## src/rtl/fm_wm_row_producer_pkg.sv

```systemverilog
// Shared definitions for the FM x WM row producer: controller state encoding.
package gcn_pkg;

    typedef enum logic [2:0] {
        ST_IDLE  = 3'd0,
        ST_LOAD  = 3'd1,
        ST_MAC   = 3'd2,
        ST_WRITE = 3'd3,
        ST_DONE  = 3'd4
    } state_e;

endpackage

```

## src/rtl/fm_wm_row_producer_if.sv

```systemverilog
// Bundle of the producer's control, memory-read and buffer-write signals.
// The master side is the producer; the slave side is the surrounding system
// (memories, FM x WM buffer and whoever issues start).
interface fm_wm_row_producer_if #(
    parameter int NUM_OF_NODES          = 6,
    parameter int FEATURE_COLS          = 4,
    parameter int WEIGHT_COLS           = 3,
    parameter int FEATURE_WIDTH         = 5,
    parameter int WEIGHT_WIDTH          = 5,
    parameter int DOT_PROD_WIDTH        = 16,
    parameter int COUNTER_FEATURE_WIDTH = $clog2(NUM_OF_NODES),
    parameter int COUNTER_WEIGHT_WIDTH  = $clog2(FEATURE_COLS)
);
    logic                                   start;
    logic                                   busy;
    logic                                   done;
    logic [COUNTER_FEATURE_WIDTH-1:0]       read_feature_address;
    logic [FEATURE_COLS*FEATURE_WIDTH-1:0]  feature_row;
    logic [COUNTER_WEIGHT_WIDTH-1:0]        read_weight_address;
    logic [WEIGHT_COLS*WEIGHT_WIDTH-1:0]    weight_row;
    logic                                   enable;
    logic [COUNTER_FEATURE_WIDTH-1:0]       write_row;
    logic [WEIGHT_COLS*DOT_PROD_WIDTH-1:0]  fm_wm_vector;

    modport master (
        input  start, feature_row, weight_row,
        output busy, done, read_feature_address, read_weight_address,
               enable, write_row, fm_wm_vector
    );

    modport slave (
        output start, feature_row, weight_row,
        input  busy, done, read_feature_address, read_weight_address,
               enable, write_row, fm_wm_vector
    );
endinterface

```

## src/rtl/fm_wm_row_producer_mac_lane.sv

```systemverilog
// One output column of the FM x WM row: an unsigned multiply-accumulate lane.
// Products are zero-extended (or truncated) to the accumulator width and the
// running sum wraps modulo 2^DOT_PROD_WIDTH. Clear wins over accumulate.
module fm_wm_mac_lane #(
    parameter int FEATURE_WIDTH  = 5,
    parameter int WEIGHT_WIDTH   = 5,
    parameter int DOT_PROD_WIDTH = 16
) (
    input  logic                      clk,
    input  logic                      reset,
    input  logic                      clear,
    input  logic                      acc_en,
    input  logic [FEATURE_WIDTH-1:0]  feature_elem,
    input  logic [WEIGHT_WIDTH-1:0]   weight_elem,
    output logic [DOT_PROD_WIDTH-1:0] acc
);
    logic [FEATURE_WIDTH+WEIGHT_WIDTH-1:0] product;
    logic [DOT_PROD_WIDTH-1:0]             acc_q;
    logic [DOT_PROD_WIDTH-1:0]             acc_d;

    // Next accumulator value: clear, add one product, or hold.
    always_comb begin
        product = feature_elem * weight_elem;
        acc_d   = acc_q;
        if (clear) begin
            acc_d = '0;
        end else if (acc_en) begin
            acc_d = acc_q + DOT_PROD_WIDTH'(product);
        end
    end

    // Accumulator register.
    always_ff @(posedge clk or negedge reset) begin
        if (!reset) begin
            acc_q <= '0;
        end else begin
            acc_q <= acc_d;
        end
    end

    assign acc = acc_q;
endmodule

```

## src/rtl/fm_wm_row_producer.sv

```systemverilog
// FM x WM row producer: for each feature row r it streams weight rows
// W[0..FEATURE_COLS-1] out of a one-cycle-latency memory, accumulates
// WEIGHT_COLS dot products and writes the finished row into the FM x WM
// buffer with a single enable strobe. All rows of a pass are produced
// back to back, followed by a one-cycle done pulse.
module fm_wm_row_producer
    import gcn_pkg::*;
#(
    parameter int NUM_OF_NODES          = 6,
    parameter int FEATURE_COLS          = 4,
    parameter int WEIGHT_COLS           = 3,
    parameter int FEATURE_WIDTH         = 5,
    parameter int WEIGHT_WIDTH          = 5,
    parameter int DOT_PROD_WIDTH        = 16,
    parameter int COUNTER_FEATURE_WIDTH = $clog2(NUM_OF_NODES),
    parameter int COUNTER_WEIGHT_WIDTH  = $clog2(FEATURE_COLS)
) (
    input  logic                   clk,
    input  logic                   reset,
    fm_wm_row_producer_if.master   bus
);
    localparam logic [COUNTER_FEATURE_WIDTH-1:0] R_LAST = COUNTER_FEATURE_WIDTH'(NUM_OF_NODES - 1);
    localparam logic [COUNTER_WEIGHT_WIDTH-1:0]  K_LAST = COUNTER_WEIGHT_WIDTH'(FEATURE_COLS - 1);

    state_e                                 state_q, state_d;
    logic [COUNTER_FEATURE_WIDTH-1:0]       r_q, r_d;
    logic [COUNTER_WEIGHT_WIDTH-1:0]        k_q, k_d;

    logic                                   acc_clear;
    logic                                   acc_en;
    logic [WEIGHT_COLS*DOT_PROD_WIDTH-1:0]  acc_flat;
    logic [FEATURE_WIDTH-1:0]               feature_elem;

    logic [COUNTER_FEATURE_WIDTH-1:0]       feat_addr;
    logic [COUNTER_WEIGHT_WIDTH-1:0]        wgt_addr;
    logic                                   wr_enable;
    logic [COUNTER_FEATURE_WIDTH-1:0]       wr_row;
    logic [WEIGHT_COLS*DOT_PROD_WIDTH-1:0]  wr_vector;
    logic                                   done_pulse;

    // Feature element k is shared by every lane; each lane owns one weight column.
    assign feature_elem = bus.feature_row[k_q*FEATURE_WIDTH +: FEATURE_WIDTH];

    for (genvar j = 0; j < WEIGHT_COLS; j++) begin : g_lane
        fm_wm_mac_lane #(
            .FEATURE_WIDTH  (FEATURE_WIDTH),
            .WEIGHT_WIDTH   (WEIGHT_WIDTH),
            .DOT_PROD_WIDTH (DOT_PROD_WIDTH)
        ) u_lane (
            .clk          (clk),
            .reset        (reset),
            .clear        (acc_clear),
            .acc_en       (acc_en),
            .feature_elem (feature_elem),
            .weight_elem  (bus.weight_row[j*WEIGHT_WIDTH +: WEIGHT_WIDTH]),
            .acc          (acc_flat[j*DOT_PROD_WIDTH +: DOT_PROD_WIDTH])
        );
    end

    // Next state, row/weight counters, memory addresses and write strobe.
    always_comb begin
        state_d    = state_q;
        r_d        = r_q;
        k_d        = k_q;
        acc_clear  = 1'b0;
        acc_en     = 1'b0;
        feat_addr  = '0;
        wgt_addr   = '0;
        wr_enable  = 1'b0;
        wr_row     = '0;
        wr_vector  = '0;
        done_pulse = 1'b0;

        case (state_q)
            ST_IDLE: begin
                if (bus.start) begin
                    state_d = ST_LOAD;
                    r_d     = '0;
                    k_d     = '0;
                end
            end
            ST_LOAD: begin
                // Prime both memories so W[0] and feature row r arrive in the first MAC cycle.
                feat_addr = r_q;
                wgt_addr  = '0;
                state_d   = ST_MAC;
            end
            ST_MAC: begin
                // Feature address held so the row stays valid; weight address runs one ahead.
                feat_addr = r_q;
                wgt_addr  = (k_q == K_LAST) ? K_LAST : k_q + 1'b1;
                acc_en    = 1'b1;
                if (k_q == K_LAST) begin
                    state_d = ST_WRITE;
                end else begin
                    k_d = k_q + 1'b1;
                end
            end
            ST_WRITE: begin
                wr_enable = 1'b1;
                wr_row    = r_q;
                wr_vector = acc_flat;
                acc_clear = 1'b1;
                k_d       = '0;
                if (r_q == R_LAST) begin
                    state_d = ST_DONE;
                end else begin
                    r_d     = r_q + 1'b1;
                    state_d = ST_LOAD;
                end
            end
            ST_DONE: begin
                done_pulse = 1'b1;
                state_d    = ST_IDLE;
            end
            default: begin
                state_d = ST_IDLE;
            end
        endcase
    end

    // Controller state and counters.
    always_ff @(posedge clk or negedge reset) begin
        if (!reset) begin
            state_q <= ST_IDLE;
            r_q     <= '0;
            k_q     <= '0;
        end else begin
            state_q <= state_d;
            r_q     <= r_d;
            k_q     <= k_d;
        end
    end

    assign bus.read_feature_address = feat_addr;
    assign bus.read_weight_address  = wgt_addr;
    assign bus.enable               = wr_enable;
    assign bus.write_row            = wr_row;
    assign bus.fm_wm_vector         = wr_vector;
    assign bus.done                 = done_pulse;
    assign bus.busy                 = (state_q != ST_IDLE);
endmodule
```

## src/flat_wrapper.sv

```systemverilog
// flat-port wrapper written by rule: the top's interface ports become plain ports
module fm_wm_row_producer_flat import gcn_pkg::*;
#(
    parameter int NUM_OF_NODES          = 6,
    parameter int FEATURE_COLS          = 4,
    parameter int WEIGHT_COLS           = 3,
    parameter int FEATURE_WIDTH         = 5,
    parameter int WEIGHT_WIDTH          = 5,
    parameter int DOT_PROD_WIDTH        = 16,
    parameter int COUNTER_FEATURE_WIDTH = $clog2(NUM_OF_NODES),
    parameter int COUNTER_WEIGHT_WIDTH  = $clog2(FEATURE_COLS)
)
  (clk, reset, bus_start, bus_feature_row, bus_weight_row, bus_busy, bus_done, bus_read_feature_address, bus_read_weight_address, bus_enable, bus_write_row, bus_fm_wm_vector);
  fm_wm_row_producer_if #(.NUM_OF_NODES(NUM_OF_NODES), .FEATURE_COLS(FEATURE_COLS), .WEIGHT_COLS(WEIGHT_COLS), .FEATURE_WIDTH(FEATURE_WIDTH), .WEIGHT_WIDTH(WEIGHT_WIDTH), .DOT_PROD_WIDTH(DOT_PROD_WIDTH), .COUNTER_FEATURE_WIDTH(COUNTER_FEATURE_WIDTH), .COUNTER_WEIGHT_WIDTH(COUNTER_WEIGHT_WIDTH)) bus_i ();
  input  logic clk;
  input  logic reset;
  input wire logic [$bits(bus_i.start)-1:0] bus_start;
  input wire logic [$bits(bus_i.feature_row)-1:0] bus_feature_row;
  input wire logic [$bits(bus_i.weight_row)-1:0] bus_weight_row;
  output wire logic [$bits(bus_i.busy)-1:0] bus_busy;
  output wire logic [$bits(bus_i.done)-1:0] bus_done;
  output wire logic [$bits(bus_i.read_feature_address)-1:0] bus_read_feature_address;
  output wire logic [$bits(bus_i.read_weight_address)-1:0] bus_read_weight_address;
  output wire logic [$bits(bus_i.enable)-1:0] bus_enable;
  output wire logic [$bits(bus_i.write_row)-1:0] bus_write_row;
  output wire logic [$bits(bus_i.fm_wm_vector)-1:0] bus_fm_wm_vector;
  assign bus_i.start = bus_start;
  assign bus_i.feature_row = bus_feature_row;
  assign bus_i.weight_row = bus_weight_row;
  assign bus_busy = bus_i.busy;
  assign bus_done = bus_i.done;
  assign bus_read_feature_address = bus_i.read_feature_address;
  assign bus_read_weight_address = bus_i.read_weight_address;
  assign bus_enable = bus_i.enable;
  assign bus_write_row = bus_i.write_row;
  assign bus_fm_wm_vector = bus_i.fm_wm_vector;
  fm_wm_row_producer #(.NUM_OF_NODES(NUM_OF_NODES), .FEATURE_COLS(FEATURE_COLS), .WEIGHT_COLS(WEIGHT_COLS), .FEATURE_WIDTH(FEATURE_WIDTH), .WEIGHT_WIDTH(WEIGHT_WIDTH), .DOT_PROD_WIDTH(DOT_PROD_WIDTH), .COUNTER_FEATURE_WIDTH(COUNTER_FEATURE_WIDTH), .COUNTER_WEIGHT_WIDTH(COUNTER_WEIGHT_WIDTH)) u_core (.clk(clk), .reset(reset), .bus(bus_i));
endmodule
```

## config.mk

```make
export PLATFORM = sky130hd
export DESIGN_NAME = fm_wm_row_producer_flat
export DESIGN_NICKNAME = d
export VERILOG_FILES = /design/src/rtl/fm_wm_row_producer_pkg.sv /design/src/rtl/fm_wm_row_producer_if.sv /design/src/rtl/fm_wm_row_producer_mac_lane.sv /design/src/rtl/fm_wm_row_producer.sv /design/src/flat_wrapper.sv
export SDC_FILE = /design/constraint.sdc
export NUM_CORES = 1
export LEC_CHECK = 0
export BUFFER_PORTS_ARGS = -buffer_cell sky130_fd_sc_hd__buf_2
export CAP_MARGIN = 10
export CORE_ASPECT_RATIO = 0.5
export CORE_MARGIN = 3
export CORE_UTILIZATION = 45
export CTS_BUF_LIST = sky130_fd_sc_hd__clkbuf_8
export CTS_CLUSTER_DIAMETER = 200
export DETAILED_ROUTE_END_ITERATION = 8
export PLACE_DENSITY = 0.73
export SYNTH_ARGS = -nofsm -noshare
export SYNTH_HDL_FRONTEND = slang
export SYNTH_HIERARCHICAL = 1
export SYNTH_SLANG_ARGS = --single-unit
```

## constraint.sdc

```tcl
create_clock -name clk -period 4.8 [get_ports clk]
set_clock_uncertainty 0.05 [all_clocks]
set_input_delay 1.2 -clock clk [delete_from_list [all_inputs] [get_ports clk]]
set_output_delay 1.2 -clock clk [all_outputs]
set_load 0.05 [all_outputs]
```

## Word level (Yosys, flattened, before mapping)

Cells that the tools add are included.

| storage, ports and cells | value |
|---|---|
| output and inout port bits | 59 |
| bits of input ports | 38 |
| logic and storage cells | 59 |
| register bits | 56 |

| operators by class | value |
|---|---|
| $add $sub $neg | 5 |
| $mul | 4 |
| reduce and logical (&&, ||, !) cells | 9 |
| muxes and demuxes | 24 |
| equality and inequality tests | 10 |
| shifts and indexed selects | 1 |

Operators with widths:

| kind | count |
|---|---|
| $mux 16 | 6 |
| $add 16x10->16 | 3 |
| $mux 48 | 1 |
| $mul 5x5->10 | 3 |
| $mux 3 | 7 |
| $shiftx 20x6->5 | 1 |
| $pmux 3 s4 | 1 |
| $mux 2 | 4 |
| $eq 3x2->1 const B | 2 |
| $eq 3x3->1 const B | 2 |
| $ne 2x2->1 const B | 3 |
| $pmux 2 s3 | 1 |
| $pmux 3 s2 | 1 |
| $reduce_and 3->1 | 2 |
| $reduce_bool 3->1 | 2 |
| $mul 2x3->5 const B | 1 |
| $reduce_bool 2->1 | 2 |
| $add 3x1->3 const B | 1 |
| $eq 3x1->1 const B | 1 |
| $logic_not 3->1 | 1 |
| $mux 1 | 3 |
| $add 2x1->2 const B | 1 |
| $eq 2x2->1 const B | 1 |
| $ne 2x1->1 const B | 1 |
| 2 further kinds | 2 |

## Logic depth before layout (Yosys ltp)

Gate-level depths: netlist of run 1.

| logic depth | value |
|---|---|
| word-level depth | 6 |
| gate-level depth with buffers | 15 |
| depth with buffers taken out | 14 |

## Modules after synthesis

The synthesis of run 1 kept the hierarchy.

By module, submodules not included:

| module | seq. area each (µm²) | area each (µm²) | cells an instance | times used |
|---|---|---|---|---|
| fm_wm_mac_lane (u_core.g_lane[0].u_lane) | 400.4 | 1836.8 | 203 | 1 |
| fm_wm_mac_lane (u_core.g_lane[1].u_lane) | 400.4 | 1836.8 | 202 | 1 |
| fm_wm_mac_lane (u_core.g_lane[2].u_lane) | 400.4 | 1826.8 | 199 | 1 |
| fm_wm_row_producer | 200.2 | 996.0 | 123 | 1 |

## Worst setup path after synthesis of run 1

OpenSTA, ideal clock, no wires.

| path | value |
|---|---|
| path type | input to register |
| start point | input port bus_feature_row[16] |
| end point | register u_core.g_lane[0].u_lane.acc_q[15] |
| arrival time | 4.963 ns |
| slack | -0.341 ns |
| stages on the path | 13 |
| library setup time | 0.128 ns |
| required time | 4.622 ns |
| buffers on the path | 0 |
| cell sequence | mux4_2 > and2_1 > fa_1 > fa_1 > inv_1 > fa_1 > inv_1 > ha_1 > o21ai_0 > o21bai_1 > a2111oi_4 > nor4b_1 > mux2_1 |

| between the ends | value |
|---|---|
| longest elaborated chain between the ends | 5 |

RTL lines:

| what | RTL line | RTL |
|---|---|---|
| from (decl) | flat_wrapper.sv:18 | `input wire logic [$bits(bus_i.feature_row)-1:0] bus_feature_row;` |
| $shiftx 20x6->5 | fm_wm_row_producer.sv:42 | `assign feature_elem = bus.feature_row[k_q*FEATURE_WIDTH +: FEATURE_WIDTH];` |
| $mul 5x5->10 | fm_wm_row_producer_mac_lane.sv:23 | `product = feature_elem * weight_elem;` |
| $add 16x10->16 | fm_wm_row_producer_mac_lane.sv:28 | `acc_d = acc_q + DOT_PROD_WIDTH'(product);` |
| $mux 16 | fm_wm_row_producer_mac_lane.sv:27 | `end else if (acc_en) begin` |
| $mux 16 | fm_wm_row_producer_mac_lane.sv:25 | `if (clear) begin` |
| to (signal assigned) | fm_wm_row_producer_mac_lane.sv:35 | `acc_q <= '0;` |
| to (signal assigned) | fm_wm_row_producer_mac_lane.sv:37 | `acc_q <= acc_d;` |
| to (decl) | fm_wm_row_producer_mac_lane.sv:18 | `logic [DOT_PROD_WIDTH-1:0] acc_q;` |

No other way between the ends. The select of a mux whose other input is x is not followed.
A chain may end at the register's enable or synchronous reset.

## Final worst setup path of run 1

| path | value |
|---|---|
| start point | input port bus_feature_row[17] |
| end point | register u_core.g_lane[1].u_lane.acc_q[11] |

| between the ends | value |
|---|---|
| longest elaborated chain between the ends | 5 |

RTL lines:

| what | RTL line | RTL |
|---|---|---|
| $shiftx 20x6->5 | fm_wm_row_producer.sv:42 |  |
| via u_core.feature_elem[2] | fm_wm_row_producer.sv:32 | `logic [FEATURE_WIDTH-1:0] feature_elem;` |
| $mul 5x5->10 | fm_wm_row_producer_mac_lane.sv:23 |  |
| $add 16x10->16 | fm_wm_row_producer_mac_lane.sv:28 |  |
| $mux 16 | fm_wm_row_producer_mac_lane.sv:27 |  |
| $mux 16 | fm_wm_row_producer_mac_lane.sv:25 |  |
| to (signal assigned) | fm_wm_row_producer_mac_lane.sv:35 |  |
| to (signal assigned) | fm_wm_row_producer_mac_lane.sv:37 |  |
| to (decl) | fm_wm_row_producer_mac_lane.sv:18 |  |

The timed path passes the listed nets, and every way through them passes these cells. The select of a mux whose other input is x is not followed.

==> impl_results.md, run 1 <==
- Rows: 30
- Cells after Synth: 727
- CP Max Fanout: 7
- CTS tree: built
- Hold Buf Count CTS: 0
- Slew margin rel.: 0.298
- Detailed-placement wirelength estimate: 12000 µm
- Reg2Reg Launch Point: u_core/k_q[0]
- Vias per cell: 5.31
- DIE HEIGHT: 91.0 µm
- Number of fill cells: 1150
- Critical Path RT: 4.98 ns
- Core footprint: 0.0138 mm²
- Area occupied by multi-input gates: 0.00510 mm²
- GRT Util Overall: 0.219
- Xor and xnor fraction of the mapped netlist area: 0.0189
- Crit path max-delay family: adder cells
- Share of cells above drive strength 1: 0.312
- Post-Synth Simple-Gate Area: 0.225
- Hold depth: 2
- Clock Latency Late Sink: 0.34 ns
- Setup CP Type: in2reg
- Area of the die: 0.0160 mm²
- Fin. Hold Viols: 0
- Final Critical Period: 4.83 ns
- F_max: 207 MHz
- Pre-Repair DR Iteration Count: 5
- Antenna cells: 0
- Synth Area in Compound Gates: 0.121
- Setup ws final: -0.0256 ns
- Placer congestion estimate: 0.908
- Clock slew at reported path FFs: 0.12 ns
- Sink Count: 56
- Slowest stage cell, crit path: mux4_2
- Failing checks: setup timing
- Sequential element share of the synthesized area: 0.216
- Overflow after GRT: 0
- Setup crit end kind: flop
- CTS root buffer: clkbuf_8
- Initial antenna violation count: 0
- Setup violators final: 3
- CTS Buf Count: 5
- 1st-iter DRT viols: 432
- Worst hold path class: reg2reg
- CP Cell Sequence: buf_6, mux4_2, and2_4, fa_1, fa_1, inv_1, fa_1, inv_2, ha_4, buf_4, a21oi_1, o221ai_1, o221ai_1, xor2_1, nor2_1
- CP max stage delay: 0.62 ns
- RSZ-0062 raised after global routing: yes
- Vias in the first global route: 5712
- Crit share post-route: 1.01
- Synth unique cells: 67
- Max Slew Vio Count: 0
- Number of flops mapped to enable cells by yosys: 0
- Worst setup SP type: primary input
- Largest net degree at the start of global routing: 78
- Status: finished with violations
- CTS H-Tree Depth: 2
- Worst slew pin tran: 1.05 ns
- Largest family of logic cells by synthesized area: adder cells
- Commonest non-fill, non-tap cell in the layout: inv_1
- CP Launch Point: bus_feature_row[17]
- Register area: 0.00140 mm²
- Final WL: 17800 µm
- Worst reg-to-reg path cell count: 14
- Mux share of post-synthesis cell area: 0.0572
- Ys Warns: 6
- Most frequent cells in the layout: inv_1, and2_1, buf_2, dfrtp_1, buf_4
- DR vias: 5674
- Asr flop ratio synth: 1.00
- HP Start: u_core/g_lane[1].u_lane/acc[15]
- Post-Syn Area: 0.00650 mm²
- Clock buffer depth: 2
- Routed Antenna Nets: 0
- Die Width: 176 µm
- Finished Core Util: 0.605
- Stages on worst setup path: 15
- Post-synthesis sequential element count: 56
- Area growth, synth to finish: 28.7%
- Nets: 1030
- Initial Utilization: 0.470
- Post-DR wirelength/cell: 16.6 µm
- Buf/Inv on CP: 4
- Mean post-synth cell area: 8.94 µm²
- Port Buffers: 96
- Worst Path Arrival: 5.00 ns
- First-pass GRT wire length: 28500 µm
- Number of max-cap violations: 0
- IO Pins: 97
- Residual DRC: 0
- Crit-path most repeated cell: fa_1
- Mapped Nets: 881
- Dominant synthesized flop cell: dfrtp_1
- Synth Area in Adders: 0.282
==> cells by family after synthesis <==
family / after synthesis
XOR/XNOR: 14
adder cells (fa/ha/maj): 116
AND/OR/NAND/NOR: 268
multiplexers: 30
AO/OA/AOI/OAI: 110
flip-flops: 56
buffers and inverters: 133
==> synth_stat cells, types with 8 or more instances <==
cell,n,area [µm²]
inv_1,108,405
and2_1,105,657
ha_1,65,813
dfrtp_1,56,1400
nor2_1,54,203
fa_1,51,1020
nand2_1,43,161
a21oi_1,31,155
mux2i_1,18,180
clkbuf_1,15,56.3
o21ai_0,14,70.1
nor2b_1,12,75.1
a211oi_1,9,67.6
nand2b_1,8,50.1
or3_1,8,50.1
xor2_1,8,70.1
==> worst reg2reg max path: stages (launching register included) <==
cell      delay, ns
dfrtp_2        0.59
mux4_2         0.71
and2_4         0.23
fa_1           0.48
fa_1           0.50
inv_1          0.05
fa_1           0.50
inv_2          0.05
ha_4           0.23
buf_4          0.14
a21oi_1        0.17
o221ai_1       0.23
o221ai_1       0.27
xor2_1         0.18
nor2_1         0.05
==> through the flow <==
step	hold WS, ns	setup WS, ns	area, µm²	std cells	TNS [ns]
global placement	0.469	-0.485	7600	1041	-10.50
global route	0.563	-0.221	8360	1069	-1.21
finish	0.504	-0.0256	8360	1069	-0.0424
CTS	0.511	0.0000693	8060	1062	0
detailed placement	0.474	-0.553	7600	1041	-12.69
floorplan	0.430	-0.153	6600	727	-1.29
==> metal layers <==
metal,vias to the layer above,share of wire,global-route usage
met4,0,0.021,0.0448
met1,2786,0.44,0.293
met3,33,0.044,0.0368
li1,2721,-,-
met5,-,0,0
met2,134,0.49,0.378
==> layout make-up <==
| cell class | instances | share of cell area |
|---|---|---|
| inverter | 109 | 0.0489 |
| multi-input combinational | 542 | 0.609 |
| tap | 192 | 0.0287 |
| timing repair buffer | 162 | 0.134 |
| clock inverter | 3 | 0.00299 |
| clock buffer | 5 | 0.00823 |
| sequential | 56 | 0.168 |
==> state kept, by name, indices dropped and copies added, names as in the netlist <==
register / count
u_core/g_lane.u_lane/acc: 48
u_core/r_q: 3
u_core/state_q: 3
u_core/k_q: 2
==> path summary, 6_finish.rpt <==
path | end | slack [ns]
hold / removal | u_core/g_lane[1].u_lane/acc[15] | 0.50
max in group asynchronous | u_core/g_lane[2].u_lane/acc[11] | 2.88
hold reg to reg | u_core/g_lane[1].u_lane/acc[15] | 0.50
min in group asynchronous | u_core/g_lane[1].u_lane/acc[8] | 0.99
setup reg to reg | u_core/g_lane[1].u_lane/acc[11] | 0.25
setup / recovery | u_core/g_lane[1].u_lane/acc[11] | -0.03
==> repair_timing <==
action	CTS	global route
hold endpoints to repair	0	0
setup buffers	9	7
endpoints found under the setup margin	21	25
gates resized for setup	43	70
gates cloned	4	0
pin swaps	47	48
Power of run 1 is not shown: default switching activity piles up to over one toggle a cycle in this logic, so the estimate is an artifact.
==> run 2: changes to the inputs <==
GPL_ROUTABILITY_DRIVEN = 0   (was unset)
SYNTH_HIERARCHICAL = unset   (was 1)
==> impl_results.md, run 2 <==
- Antenna cells: 0 (unchanged)
- Overflow after GRT: 0 (unchanged)
- Worst hold path class: reg2reg
- Mapped Nets: 863 (-2.0%)
- Asr flop ratio synth: 1.00 (unchanged)
- Number of fill cells: 1071 (-6.9%)
- Crit-path most repeated cell: fa_1
- DIE HEIGHT: 88.9 µm (-2.3%)
- Hold Buf Count CTS: 0 (unchanged)
- Synth area leaders: dfrtp_1, fa_1, ha_1, inv_1, and2_1
- Critical Path RT: 4.98 ns (about the same)
- HP Start: u_core.g_lane[1].u_lane.acc[15]
- Synth top cells by count: inv_1, nand2_1, ha_1
- Share of cells above drive strength 1: 0.312 (about the same)
- Setup ws final: -0.148 ns (-0.122 ns)
- Number of flops mapped to enable cells by yosys: 0 (unchanged)
- F_max: 202 MHz (-2.5%)
- CTS root buffer: clkbuf_8
- Pre-Repair DR Iteration Count: 5 (unchanged)
- Setup CP Type: in2reg
- Hold depth: 1 (-1)
- Detailed-placement wirelength estimate: 12000 µm (+0.58%)
- Initial Utilization: 0.474 (+0.00411)
- Leading area contributor after synthesis: dfrtp_1
- Vias per cell: 5.37 (+1.2%)
- Slew margin rel.: 0.276 (-0.0219)
- R2R Path End: u_core.g_lane[2].u_lane.acc[12]
- Worst R2R Setup Slack: 0.07 ns (-0.18 ns)
- Final WL: 16900 µm (-4.9%)
- CP Max Fanout: 4 (-3)
- DR vias: 5504 (-3.0%)
- CTS H-Tree Depth: 2 (unchanged)
- Initial antenna violation count: 0 (unchanged)
- Max Slew Vio Count: 0 (unchanged)
- Ys Warns: 0 (-6)
- Post-DR wirelength/cell: 16.5 µm (-0.78%)
- Crit share post-route: 1.03 (+0.0255)
- Clock Latency Late Sink: 0.33 ns (about the same)
- CTS tree: built
- Sequential element share of the synthesized area: 0.227 (+0.0111)
- Dominant synthesized flop cell: dfrtp_1
- CP Cell Sequence: buf_2, mux4_2, buf_6, buf_6, nand2_4, fa_1, fa_1, fa_1, inv_2, ha_4, nand2b_4, a21oi_4, o22ai_4, o21ba_4, or4b_4, o311ai_2
- Worst setup SP type: primary input
- Cells after Synth: 709 (-2.5%)
- Non-filler cells, final: 1025 (-4.1%)
- Area growth, synth to finish: 29.1%
- Slowest stage cell, crit path: fa_1
- IO Pins: 97 (unchanged)
- Worst slew pin tran: 1.08 ns (+0.0289 ns)
- Count leader, synth: inv_1
- Worst Path Arrival: 5.13 ns (+0.13 ns)
- Core footprint: 0.0130 mm² (-5.7%)
- Share of the synthesized area in the top cell type: 0.227 (+0.0111)
- Largest net degree at the start of global routing: 44 (-44%)
- Sink Count: 56 (unchanged)
- Residual DRC: 0 (unchanged)
- Failing checks: setup timing
- Reg2Reg Launch Point: u_core.k_q[0]
- WHS Endpoint: u_core.g_lane[1].u_lane.acc[15]
- First-pass GRT wire length: 26300 µm (-7.6%)
- Die Width: 172 µm (-2.4%)
- Largest register FFs: 48 (unchanged)
- Clock slew at reported path FFs: 0.11 ns (about the same)
- Setup violators final: 13 (+10)
- Post-synthesis sequential element count: 56 (unchanged)
- Vias in the first global route: 5516 (-3.4%)
- Routed Antenna Nets: 0 (unchanged)
- Synth unique cells: 59 (-12%)
- Post-Syn Area: 0.00618 mm² (-4.9%)
- 1st-iter DRT viols: 256 (-41%)
- Rows: 29 (-3.3%)
- Area of the die: 0.0153 mm² (-4.6%)
- Commonest non-fill, non-tap cell in the layout: inv_1
- Worst reg-to-reg path cell count: 15 (+1)
- Cell count after placement: 992 (-4.7%)
- Nets: 1008 (-2.1%)
- RSZ-0062 raised after global routing: yes
- GRT Util Overall: 0.216 (-0.00373)
- Final Critical Period: 4.95 ns (+0.122 ns)
- Port Buffers: 96 (unchanged)
- CP max stage delay: 0.54 ns (-0.08 ns)
- Most frequent cells in the layout: inv_1, buf_2, nand2_1, dfrtp_1, buf_4
- Clock buffer depth: 2 (unchanged)
- Mean post-synth cell area: 8.72 µm² (-2.5%)
- CTS Buf Count: 5 (unchanged)
- Status: finished with violations
- Number of max-cap violations: 0 (unchanged)
- Setup crit end kind: flop
- Fin. Hold Viols: 0 (unchanged)
[run 2: changes by cell type after synthesis, sizes merged, moves of 6 or more]
cell,before,now
clkbuf,15,23
nor2b,12,3
nand2,44,81
a211oi,12,2
a21boi,0,6
a21oi,33,21
and3,2,38
o21ai,19,34
nor2,55,39
mux2i,18,6
and2,106,55
[run 2: worst max path at each step]
| stage | cells past startpoint | startpoint | slack (ns) | to |
|---|---|---|---|---|
| after floorplan | 15 | bus_feature_row[17] | -0.24 | u_core.g_lane[0].u_lane.acc[10] |
| after global placement | 15 | bus_feature_row[17] | -0.49 | u_core.g_lane[2].u_lane.acc[12] |
| after detailed placement | 16 | bus_feature_row[17] | -0.58 | u_core.g_lane[2].u_lane.acc[12] |
| after CTS | 15 | bus_feature_row[18] | -0.15 | u_core.g_lane[2].u_lane.acc[12] |
| after global routing | 17 | bus_feature_row[17] | -0.23 | u_core.g_lane[0].u_lane.acc[15] |
| final | 16 | bus_feature_row[8] | -0.15 | u_core.g_lane[2].u_lane.acc[12] |
[run 2: worst max-delay path: cells and delay by family]
family,cells,cell delay (ns)
adder cells (fa/ha/maj),4,1.77
AND/OR/NAND/NOR,3,0.60
AO/OA/AOI/OAI,4,0.59
multiplexers,1,0.51
buffers and inverters,4,0.43
[run 2: cells by family after synthesis]
group                    synth area share
buffers and inverters              0.0897
flip-flops                          0.227
XOR/XNOR                           0.0184
multiplexers                       0.0316
AO/OA/AOI/OAI                       0.126
AND/OR/NAND/NOR                     0.211
adder cells (fa/ha/maj)             0.297
[run 2: final cells by class]
| type | count | area [µm²] | area share |
|---|---|---|---|
| Clock buffer | 5 | 68.8 | 0.00862 |
| Clock inverter | 3 | 47.5 | 0.00596 |
| Timing Repair Buffer | 168 | 1160 | 0.145 |
| Inverter | 112 | 420 | 0.0527 |
| Sequential cell | 56 | 1400 | 0.176 |
| Tap cell | 170 | 213 | 0.0267 |
| Multi-Input combinational cell | 511 | 4670 | 0.586 |
[run 2: routing by layer]
metal	track usage	up-vias	routed length [µm]
met4	0.0314	0	172
met1	0.281	2734	7230
met5	0	-	0
li1	-	2636	-
met3	0.0357	18	606
met2	0.392	116	8900
[run 2: repair_timing]
action | CTS | global route
pin swaps | 18 | 55
setup buffers | 9 | 18
endpoints found under the setup margin | 17 | 24
gates cloned | 1 | 0
resized for setup | 28 | 69
[run 2: through the flow]
step	setup slack [ns]	hold WS (ns)	util	TNS [ns]	cell area [µm²]
after global routing	-0.227	0.461	0.613	-2.55	7980
after floorplan	-0.238	0.390	-	-1.08	6340
after CTS	-0.151	0.440	0.577	-0.789	7520
after detailed placement	-0.582	0.416	0.555	-10.10	7230
after global placement	-0.487	0.411	0.555	-8.67	7230
final	-0.148	0.437	0.613	-0.912	7980
Power of run 2 is left out for the same reason.
==> run 3: changes to the inputs <==
CORE_MARGIN = unset   (was 3)
==> impl_results.md, run 3 (same netlist as run 2, synthesis figures left out) <==
- Status: finished with violations
- Reg2Reg Launch Point: u_core.k_q[0]
- CTS tree: built
- Post-Place Worst Slack: -0.568 ns (+0.0135 ns)
- Commonest non-fill, non-tap cell in the layout: inv_1
- CTS H-Tree Depth: 2 (unchanged)
- Nets: 1017 (+0.89%)
- Setup ws final: -0.168 ns (-0.0204 ns)
- Worst slew pin tran: 0.837 ns (-0.245 ns)
- Setup crit end kind: flop
- Initial antenna violation count: 0 (unchanged)
- R2R Path End: u_core.g_lane[2].u_lane.acc[12]
- Setup CP Type: in2reg
- Slowest stage cell, crit path: mux4_2
- Largest register FFs: 48 (unchanged)
- Worst R2R Setup Slack: 0.02 ns (-0.05 ns)
- Rows: 29 (unchanged)
- Clock slew at reported path FFs: 0.09 ns (-0.02 ns)
- Worst reg-to-reg path cell count: 15 (unchanged)
- Area of the die: 0.0142 mm² (-6.7%)
- Worst hold path class: reg2reg
- CTS Buf Count: 5 (unchanged)
- CTS root buffer: clkbuf_8
- Vias in the first global route: 5529 (+0.24%)
- DR vias: 5480 (-0.44%)
- Hold depth: 1 (unchanged)
- Failing checks: setup timing
- Final Cell Area: 0.00794 mm² (-0.55%)
- Final WL: 16900 µm (-0.38%)
- Share of cells above drive strength 1: 0.304 (-0.00798)
- Fin. Hold Viols: 0 (unchanged)
- Crit share post-route: 1.04 (+0.00426)
- GRT Util Overall: 0.235 (+0.0198)
- IO Pins: 97 (unchanged)
- Critical Path RT: 4.98 ns (about the same)
- Area growth, synth to finish: 28.4%
- Worst Path Arrival: 5.15 ns (+0.02 ns)
- Setup violators final: 12 (-1)
- CP Cell Sequence: buf_6, mux4_2, buf_6, and2_4, fa_1, fa_1, inv_2, fa_1, inv_2, ha_4, o21ai_4, a21oi_4, o22ai_2, o21ba_4, or4b_1, o311ai_1
- CP max stage delay: 0.57 ns (+0.03 ns)
- Pre-Repair DR Iteration Count: 4 (-1)
- F_max: 201 MHz (-0.41%)
- Crit-path most repeated cell: fa_1
- Clock Latency Late Sink: 0.33 ns (about the same)
- HP Start: u_core.g_lane[1].u_lane.acc[15]
- Die Width: 168 µm (-2.3%)
- Sink Count: 56 (unchanged)
- Routed Antenna Nets: 0 (unchanged)
- Hold Buf Count CTS: 0 (unchanged)
- Core footprint: 0.0130 mm² (unchanged)
- Detailed-placement wirelength estimate: 12100 µm (+0.52%)
- Vias per cell: 5.32 (-1.0%)
- Final Critical Period: 4.97 ns (+0.0204 ns)
- RSZ-0062 raised after global routing: yes
- WHS Endpoint: u_core.g_lane[1].u_lane.acc[15]
- First-pass GRT wire length: 26300 µm (unchanged)
- Overflow after GRT: 0 (unchanged)
- Cell count after placement: 997 (+0.50%)
- 1st-iter DRT viols: 357 (+39%)
- CP Max Fanout: 5 (+1)
- Placement Cell Area: 0.00727 mm² (+0.52%)
- Max Slew Vio Count: 0 (unchanged)
- Antenna cells: 0 (unchanged)
- Largest net degree at the start of global routing: 56 (+27%)
- Clock buffer depth: 2 (unchanged)
- Slew margin rel.: 0.442 (+0.166)
- Port Buffers: 96 (unchanged)
- Post-DR wirelength/cell: 16.3 µm (-0.96%)
- Initial Utilization: 0.474 (unchanged)
- Number of max-cap violations: 0 (unchanged)
- Worst setup SP type: primary input
- Non-filler cells, final: 1031 (+0.59%)
- Finished Core Util: 0.609 (-0.00336)
- DIE HEIGHT: 84.9 µm (-4.5%)
- Most frequent cells in the layout: inv_1, buf_2, nand2_1, buf_4, dfrtp_1
- Residual DRC: 0 (unchanged)
run 3: layout make-up:
class | count | area [µm²]
multi-input cells | 512 | 4610
clock buffers | 5 | 68.8
inverters | 112 | 420
repair buffers | 176 | 1220
well taps | 170 | 213
fillers | 1079 | 5090
flip-flops and latches | 56 | 1400
run 3: per-layer routing:
| metal | global-route usage | part of all wire | vias up |
|---|---|---|---|
| met4 | 0.0676 | 0.013 | 0 |
| met5 | 0 | 0 | - |
| li1 | - | - | 2645 |
| met1 | 0.296 | 0.42 | 2692 |
| met2 | 0.422 | 0.52 | 122 |
| met3 | 0.0392 | 0.047 | 21 |
run 3: worst max-delay path by stage:
| stage | cells after the start | slack (ns) | startpoint | endpoint |
|---|---|---|---|---|
| final | 16 | -0.17 | bus_feature_row[12] | u_core.g_lane[2].u_lane.acc[12] |
| after floorplan | 15 | -0.24 | bus_feature_row[17] | u_core.g_lane[0].u_lane.acc[10] |
| after CTS | 17 | -0.14 | bus_feature_row[16] | u_core.g_lane[0].u_lane.acc[13] |
| after global routing | 16 | -0.25 | bus_feature_row[16] | u_core.g_lane[2].u_lane.acc[15] |
| after global placement | 15 | -0.47 | bus_feature_row[17] | u_core.g_lane[2].u_lane.acc[12] |
| after detailed placement | 16 | -0.57 | bus_feature_row[16] | u_core.g_lane[0].u_lane.acc[13] |
run 3: timing repair:
item,4_1_cts,5_1_grt
pin swaps,35,25
cloned,2,0
setup endpoints to repair,15,23
gates resized for setup,39,51
buffers inserted,24,8
run 3: through the flow:
stage | setup TNS (ns) | hold slack (ns)
final | -1.06 | 0.436
after global routing | -2.60 | 0.460
after CTS | -0.803 | 0.442
after detailed placement | -10.17 | 0.420
after global placement | -8.36 | 0.410
after floorplan | -1.08 | 0.390
run 3: critical path: cells and delay by family:
kind | cells | cell delay, ns
mux | 1 | 0.57
simple gates | 2 | 0.65
compound gates | 5 | 0.59
fa+ha+maj | 4 | 1.79
buf+inv | 4 | 0.34
Power of run 3 is left out for the same reason.
